File: src/rtl/cirno_pkg.sv
// Shared types and encodings for the decoder pipeline: instruction-type and
// funct constants, FSM state encoding and the raw decoded bundle.
// The bundle stores register fields at their native 2-bit width and the
// immediate at its native 6-bit width; the top zero-extends both on output.
package cirno_pkg;

  // inst_type encodings
  localparam logic [2:0] TYPE_ALU   = 3'd1;
  localparam logic [2:0] TYPE_NOBR  = 3'd2;
  localparam logic [2:0] TYPE_BRREG = 3'd3;
  localparam logic [2:0] TYPE_MOV   = 3'd4;
  localparam logic [2:0] TYPE_STORE = 3'd5;
  localparam logic [2:0] TYPE_LOAD  = 3'd6;

  // funct encodings produced by fixed-form instructions
  localparam logic [3:0] FUNCT_AND      = 4'b0011;
  localparam logic [3:0] FUNCT_SHIFT_S1 = 4'b0111;
  localparam logic [3:0] FUNCT_SHIFT_S0 = 4'b1110;
  localparam logic [3:0] FUNCT_INCR     = 4'b0101;

  // opcode field values of the generic 0ffffxxyy form
  localparam logic [3:0] OPC_STORE = 4'b1001;
  localparam logic [3:0] OPC_LOAD  = 4'b1000;
  localparam logic [3:0] OPC_MV    = 4'b0111;

  localparam int SQ_CNT_W = 4;

  typedef enum logic [1:0] {
    ST_RUN    = 2'd0,
    ST_SQUASH = 2'd1,
    ST_HALTED = 2'd2
  } state_t;

  // is_halt marks a bundle that must park the pipe once it has been taken
  typedef struct packed {
    logic [1:0] r1;
    logic [1:0] r2;
    logic [2:0] inst_type;
    logic [3:0] funct;
    logic [5:0] imm;
    logic       branch;
    logic       branchi;
    logic       reg_hi_en;
    logic       reg_lo_en;
    logic       reg_readx_en;
    logic       reg_ready_en;
    logic       reg_swap_en;
    logic       y_is_imm;
    logic       illegal;
    logic       is_halt;
  } dec_t;

endpackage

File: src/rtl/decode_comb.sv
// Pure combinational instruction decoder (first match wins, all flags
// default to 0). Build option DECODER_ILLEGAL_TRAP_EN: when defined, the
// 00000001x encodings are flagged illegal and trap like halt; otherwise
// they decode as a plain nop.
module decode_comb
  import cirno_pkg::*;
(
  input  logic [8:0] inst,
  input  logic       cmp,
  output dec_t       dec
);

  // Priority decode of the 9-bit instruction word
  always_comb begin
    dec = '0;
    if (inst[8:6] == 3'b111) begin                // jmpi
      dec.inst_type = TYPE_NOBR;
      dec.branchi   = 1'b1;
      dec.imm       = inst[5:0];
    end else if (inst[8:6] == 3'b101) begin       // movhi
      dec.inst_type = TYPE_MOV;
      dec.reg_hi_en = 1'b1;
      dec.r1        = inst[5:4];
      dec.imm       = {2'b00, inst[3:0]};
    end else if (inst[8:6] == 3'b100) begin       // movli
      dec.inst_type = TYPE_MOV;
      dec.reg_lo_en = 1'b1;
      dec.r1        = inst[5:4];
      dec.imm       = {2'b00, inst[3:0]};
    end else if (inst[8:6] == 3'b110) begin       // andi
      dec.inst_type    = TYPE_ALU;
      dec.funct        = FUNCT_AND;
      dec.reg_readx_en = 1'b1;
      dec.y_is_imm     = 1'b1;
      dec.r1           = inst[5:4];
      dec.imm          = {2'b00, inst[3:0]};
    end else if (inst[8:6] == 3'b011) begin       // shift
      dec.inst_type    = TYPE_ALU;
      dec.funct        = inst[5] ? FUNCT_SHIFT_S1 : FUNCT_SHIFT_S0;
      dec.reg_readx_en = 1'b1;
      dec.y_is_imm     = 1'b1;
      dec.r1           = inst[4:3];
      dec.imm          = {3'b000, inst[2:0]};
    end else if (inst[8:4] == 5'b01011) begin     // beqi: only branches when cmp
      dec.inst_type = TYPE_NOBR;
      if (cmp) begin
        dec.branchi = 1'b1;
        dec.imm     = {2'b00, inst[3:0]};
      end
    end else if (inst[8:4] == 5'b00000) begin     // short-form group
      dec.inst_type = TYPE_NOBR;
      if (inst[3:0] == 4'b0000) begin             // nop
        dec.inst_type = TYPE_NOBR;
      end else if (inst[3:0] == 4'b0001) begin    // halt
        dec.is_halt = 1'b1;
      end else if (inst[3:2] == 2'b11) begin      // incr
        dec.inst_type    = TYPE_ALU;
        dec.funct        = FUNCT_INCR;
        dec.imm          = 6'd1;
        dec.y_is_imm     = 1'b1;
        dec.reg_readx_en = 1'b1;
        dec.r1           = inst[1:0];
      end else if (inst[3:2] == 2'b10) begin      // jmp
        dec.inst_type    = TYPE_BRREG;
        dec.branch       = 1'b1;
        dec.reg_readx_en = 1'b1;
        dec.r1           = inst[1:0];
      end else if (inst[3:2] == 2'b01) begin      // beq
        dec.reg_readx_en = 1'b1;
        dec.r1           = inst[1:0];
        if (cmp) begin
          dec.inst_type = TYPE_BRREG;
          dec.branch    = 1'b1;
        end
      end else begin                              // 00000001x
`ifdef DECODER_ILLEGAL_TRAP_EN
        dec.illegal = 1'b1;
        dec.is_halt = 1'b1;
`else
        dec.illegal = 1'b0;
`endif
      end
    end else begin                                // generic 0ffffxxyy
      dec.r1           = inst[3:2];
      dec.r2           = inst[1:0];
      dec.reg_readx_en = 1'b1;
      dec.reg_ready_en = 1'b1;
      case (inst[7:4])
        OPC_STORE: dec.inst_type = TYPE_STORE;
        OPC_LOAD:  dec.inst_type = TYPE_LOAD;
        OPC_MV: begin
          dec.inst_type   = TYPE_MOV;
          dec.reg_swap_en = 1'b1;
        end
        default: begin
          dec.inst_type = TYPE_ALU;
          dec.funct     = inst[7:4];
        end
      endcase
    end
  end

endmodule

File: src/rtl/decoder_pipe.sv
// Single-stage decode pipeline: valid/ready input, one output register,
// and a RUN/SQUASH/HALTED controller. Build option DECODER_ILLEGAL_TRAP_EN
// (handled in decode_comb) makes illegal encodings trap like halt.
//
// Handshake: a transfer happens on a cycle where valid && ready are both
// high at the rising clk edge; valid, once raised, holds its payload
// stable until that transfer; ready may change freely.
module decoder_pipe
  import cirno_pkg::*;
#(
  parameter int RA_W     = 2,
  parameter int IMM_W    = 6,
  parameter int SQUASH_N = 2
) (
  input  logic              clk,
  input  logic              rst_n,
  input  logic              in_valid,
  output logic              in_ready,
  input  logic [8:0]        inst,
  input  logic              cmp,
  output logic              out_valid,
  input  logic              out_ready,
  input  logic              resume,
  output logic [RA_W-1:0]   r1,
  output logic [RA_W-1:0]   r2,
  output logic [2:0]        inst_type,
  output logic [3:0]        funct,
  output logic [IMM_W-1:0]  immediate,
  output logic              branch,
  output logic              branchi,
  output logic              reg_hi_en,
  output logic              reg_lo_en,
  output logic              reg_readx_en,
  output logic              reg_ready_en,
  output logic              reg_swap_en,
  output logic              y_is_imm,
  output logic              halted,
  output logic              illegal,
  output logic [1:0]        dbg_state
);

  state_t              state_q, state_d;
  logic [SQ_CNT_W-1:0] cnt_q, cnt_d;
  logic                out_valid_q, out_valid_d;
  dec_t                bundle_q, bundle_d;
  dec_t                dec;
  logic                accept;
  logic                halt_pending;

  decode_comb u_decode (
    .inst (inst),
    .cmp  (cmp),
    .dec  (dec)
  );

  // A halting bundle still waiting for its output handshake blocks new input,
  // so nothing slips in on the same edge the pipe parks.
  assign halt_pending = out_valid_q && bundle_q.is_halt;
  assign in_ready     = (state_q == ST_SQUASH) ||
                        ((state_q == ST_RUN) && !halt_pending &&
                         (!out_valid_q || out_ready));
  assign accept       = in_valid && in_ready;

  // Next-state, squash counter and output-register update
  always_comb begin
    state_d     = state_q;
    cnt_d       = cnt_q;
    out_valid_d = out_valid_q;
    bundle_d    = bundle_q;
    if (out_valid_q && out_ready) begin
      out_valid_d = 1'b0;
      if (bundle_q.is_halt) begin
        state_d = ST_HALTED;
      end
    end
    case (state_q)
      ST_RUN: begin
        if (accept) begin
          out_valid_d = 1'b1;
          bundle_d    = dec;
          if ((dec.branch || dec.branchi) && (SQUASH_N > 0)) begin
            state_d = ST_SQUASH;
            cnt_d   = SQ_CNT_W'(SQUASH_N);
          end
        end
      end
      ST_SQUASH: begin
        // wrong-path words are consumed and discarded, halts included
        if (accept) begin
          if (cnt_q <= SQ_CNT_W'(1)) begin
            cnt_d   = '0;
            state_d = ST_RUN;
          end else begin
            cnt_d = cnt_q - SQ_CNT_W'(1);
          end
        end
      end
      ST_HALTED: begin
        if (resume) begin
          state_d = ST_RUN;
        end
      end
      default: state_d = ST_RUN;
    endcase
  end

  // State registers with synchronous active-low reset
  always_ff @(posedge clk) begin
    if (!rst_n) begin
      state_q     <= ST_RUN;
      cnt_q       <= '0;
      out_valid_q <= 1'b0;
      bundle_q    <= '0;
    end else begin
      state_q     <= state_d;
      cnt_q       <= cnt_d;
      out_valid_q <= out_valid_d;
      bundle_q    <= bundle_d;
    end
  end

  assign out_valid    = out_valid_q;
  assign r1           = RA_W'(bundle_q.r1);
  assign r2           = RA_W'(bundle_q.r2);
  assign inst_type    = bundle_q.inst_type;
  assign funct        = bundle_q.funct;
  assign immediate    = IMM_W'(bundle_q.imm);
  assign branch       = bundle_q.branch;
  assign branchi      = bundle_q.branchi;
  assign reg_hi_en    = bundle_q.reg_hi_en;
  assign reg_lo_en    = bundle_q.reg_lo_en;
  assign reg_readx_en = bundle_q.reg_readx_en;
  assign reg_ready_en = bundle_q.reg_ready_en;
  assign reg_swap_en  = bundle_q.reg_swap_en;
  assign y_is_imm     = bundle_q.y_is_imm;
  assign illegal      = bundle_q.illegal;
  assign halted       = (state_q == ST_HALTED);
  assign dbg_state    = state_q;

endmodule

File: config.mk
export PLATFORM = sky130hd
export DESIGN_NAME = decoder_pipe
export DESIGN_NICKNAME = d
export VERILOG_FILES = /design/src/rtl/cirno_pkg.sv /design/src/rtl/decode_comb.sv /design/src/rtl/decoder_pipe.sv
export SDC_FILE = /design/constraint.sdc
export NUM_CORES = 1
export LEC_CHECK = 0
export ABC_AREA = 1
export ABC_CLOCK_PERIOD_IN_PS = 4300
export CAP_MARGIN = 5
export CORE_ASPECT_RATIO = 2
export CORE_MARGIN = 2
export CORE_UTILIZATION = 45
export CTS_BUF_LIST = sky130_fd_sc_hd__clkbuf_8
export CTS_CLUSTER_SIZE = 24
export DETAILED_ROUTE_END_ITERATION = 10
export HOLD_SLACK_MARGIN = 0.05
export PLACE_DENSITY = 0.79
export RECOVER_POWER = 25
export SYNTH_ARGS = -nofsm -noshare
export SYNTH_HDL_FRONTEND = slang
export SYNTH_SLANG_ARGS = --single-unit
File: constraint.sdc
create_clock -name clk -period 4.3 [get_ports clk]
set_input_delay 1.075 -clock clk [delete_from_list [all_inputs] [get_ports clk]]
set_output_delay 1.075 -clock clk [all_outputs]
set_load 0.02 [all_outputs]
==> run metrics <==
GR Util met3 3.73%; max-cap viol count 0; Startpoint Class input port; vias post-DR 1839; Comb pwr share 22.4%; setup TNS 0 ns; Yosys reg bits 33; Hold Crit Depth 2; Crit Path Max Fanout 4; post-cts sizing count 0; drt initial violations 52; final WL 4560 um; hold wc startpoint r2[0]; post-route cell area 2320 um2; num ports 46; I/O Buffers 44; die area 4770 um2; share of layout cells above drive strength 1 6.93%; Synth Flop Type dfxtp_1; H-tree levels 2; switch share 29.7%; Pwr Density 330 nW/um2; asr flop ratio synth 0%; sequential element share of the synthesized area 34.9%; RSZ-0062 raised after global routing false; Register-to-Register Path Depth 9; setup ws final 0.764 ns; RR Startpoint dbg_state[0]; drt pass-1 iters 4; Post-CTS Setup Bufs 0; Area Overhead vs Synth 22.4%; Slew headroom 58.0%; first-pass GRT wire length 7680 um; CP startpoint out_ready; Hold WS 0.460 ns; layer with the highest usage met2; CTS Buf Count 5; final worst path period need 3.54 ns; Syn Inst Count 277; Placer Congestion 0.902; Fin. Hold Viols 0; cts hold-fix bufs 0; status finished, final reports clean; Cell Area, Synth 1890 um2; core area 4090 um2; post-synthesis cell type count 32; Net Sw Power 227 uW; Slew Viols, Final 0; Min-Delay Endpoint r2[0]; site row count 33; nets 319; Skew-Pair Late Insertion Delay 0.29 ns; Avg Vias per Cell 5.18; Clock power frac 33.9%; GRT Total Usage 20.9%; Die Span X 49.8 um; antenna violations before repair 0; crit path capture type primary output; CTS clk-pin slew, worst paths 0.06 ns; M1 GR Usage 21.5%; data arrival time of the critical path 2.46 ns; worst-margin pin slew 0.629 ns; number of setup violations in the final report 0; final global-route overflow total 0; DR WL/cell 12.8 um; DP Area 2210 um2; Hold Path Class reg2reg; CTS tree built; Worst R2R End y_is_imm; clk buf depth 2; Die Y 95.7 um; Internal 538 uW; core utilization of the finished layout 56.7%; drt drc 0; Flop pwr share 43.7%; Critical Path RT 3.22 ns; post-DP HPWL 3450 um; Initial Util 46.3%; root buffer cell clkbuf_8; crit path kind in2out; Leak Pwr 0.996 nW; EDFF count, synth 0; Max Freq 283 MHz; Detail Route Antenna Nets 0; Yosys warnings 0; worst slack, placed 0.759 ns; final period utilization 82.2%; met2 GRT Util 38.1%; worst vdd ir 0.246 mV; Syn Nets 294; Avg Synthesized Cell Area 6.83 um2; vias in the first global route 1766; reg2reg setup slack 2.41 ns; CTS Sinks 33; clock skew 0.00757 ns; largest net degree at the start of global routing 26; antenna cells 0
[worst max-delay path by stage]
| stage | depth (start not counted) | slack, ns | endpoint |
|---|---|---|---|
| finish | 6 | 0.76 | in_ready |
| global route | 6 | 0.70 | in_ready |
| CTS | 6 | 0.76 | in_ready |
| detailed placement | 6 | 0.76 | in_ready |
| global placement | 6 | 0.80 | in_ready |
| floorplan | 4 | 1.85 | in_ready |
[synthesized netlist by cell type, drive strengths merged (2+ instances only)]
master / number / area, um2
inv: 31 / 116
a21oi: 34 / 170
o21ai: 19 / 95.1
buf: 24 / 179
nand4: 6 / 43.8
a21o: 3 / 22.5
nor3: 2 / 21.3
o211ai: 3 / 22.5
clkbuf: 3 / 11.3
nand2: 60 / 230
ha: 2 / 25.0
dfxtp: 33 / 661
nor2: 25 / 116
nand3: 24 / 125
[cells by family (layout without fill, tap and decap cells)]
| family | after synthesis | count (layout) | synth area share, % |
|---|---|---|---|
| and+or+nand+nor | 121 | 121 | 29.8 |
| AOI/OAI and AO/OA | 61 | 61 | 17.1 |
| buffers and inverters | 58 | 84 | 16.2 |
| DFF | 33 | 33 | 34.9 |
| adders and majority gates | 2 | 2 | 1.32 |
| other | 1 | 1 | 0.198 |
| xor gates and xnor gates | 1 | 1 | 0.463 |
[power by group through the flow]
stage                     sequential, mW  combinational, mW  clock (mW)
after floorplan                    0.350              0.114           0
after global placement             0.342              0.174           0
after detailed placement           0.342              0.175           0
after CTS                          0.335              0.176       0.265
after global routing               0.337              0.190       0.277
final                              0.335              0.171       0.260
[flip-flops by register name, indices dropped and copies added, names as in the netlist, 2 cells and up]
signal and flops:
dbg_state 2, r2 2, cnt_q 4, immediate 6, funct 4, r1 2
inst_type 3
[cell usage in the layout (no fill, tap or decap)]
cell type and n:
nand2_1 58, a21oi_1 34, dfxtp_1 33, inv_1 30, clkdlybuf4s50_1 29, nand3_1 23
nor2_1 20, o21ai_0 18, dlygate4sd3_1 15, clkbuf_8 7, nand4_1 5, nor2_2 3
a21o_1 3, o211ai_1 3, nor2_4 2, nand2_2 2, ha_1 2, nand4_2 1
xor2_1 1, and2_1 1, nand3_2 1, or2_2 1, nor3_4 1, nor3_1 1
o21ai_1 1, inv_2 1, o22ai_1 1, a31oi_1 1, nor3b_1 1, nand3b_1 1
conb_1 1, clkinv_2 1, buf_4 1
[final cells by class]
class                      count  area (um2)
clock inverter                 1        5.00
clock buffer                   7        96.3
fill                         386        1770
tap                           52        65.1
sequential                    33         661
timing repair buffer          45         448
multi-input combinational    186         925
inverter                      31         116
[stage by stage]
stage,std cells,total power [mW]
final,355,0.765
after floorplan,277,0.463
after global placement,347,0.516
after CTS,355,0.777
after global routing,355,0.803
after detailed placement,347,0.517
[layer usage]
metal	vias to the layer above	part of all wire, %
met2	57	54
li1	935	-
met4	0	3.9
met3	15	3.8
met1	832	38
met5	-	0
[critical path, stage by stage]
cell and delay (ns):
clkdlybuf4s50_1 0.48, inv_1 0.04, nand2_1 0.07, nand3_1 0.08, nand2_2 0.10, clkdlybuf4s50_1 0.60
(Power assumes the default switching activity.)
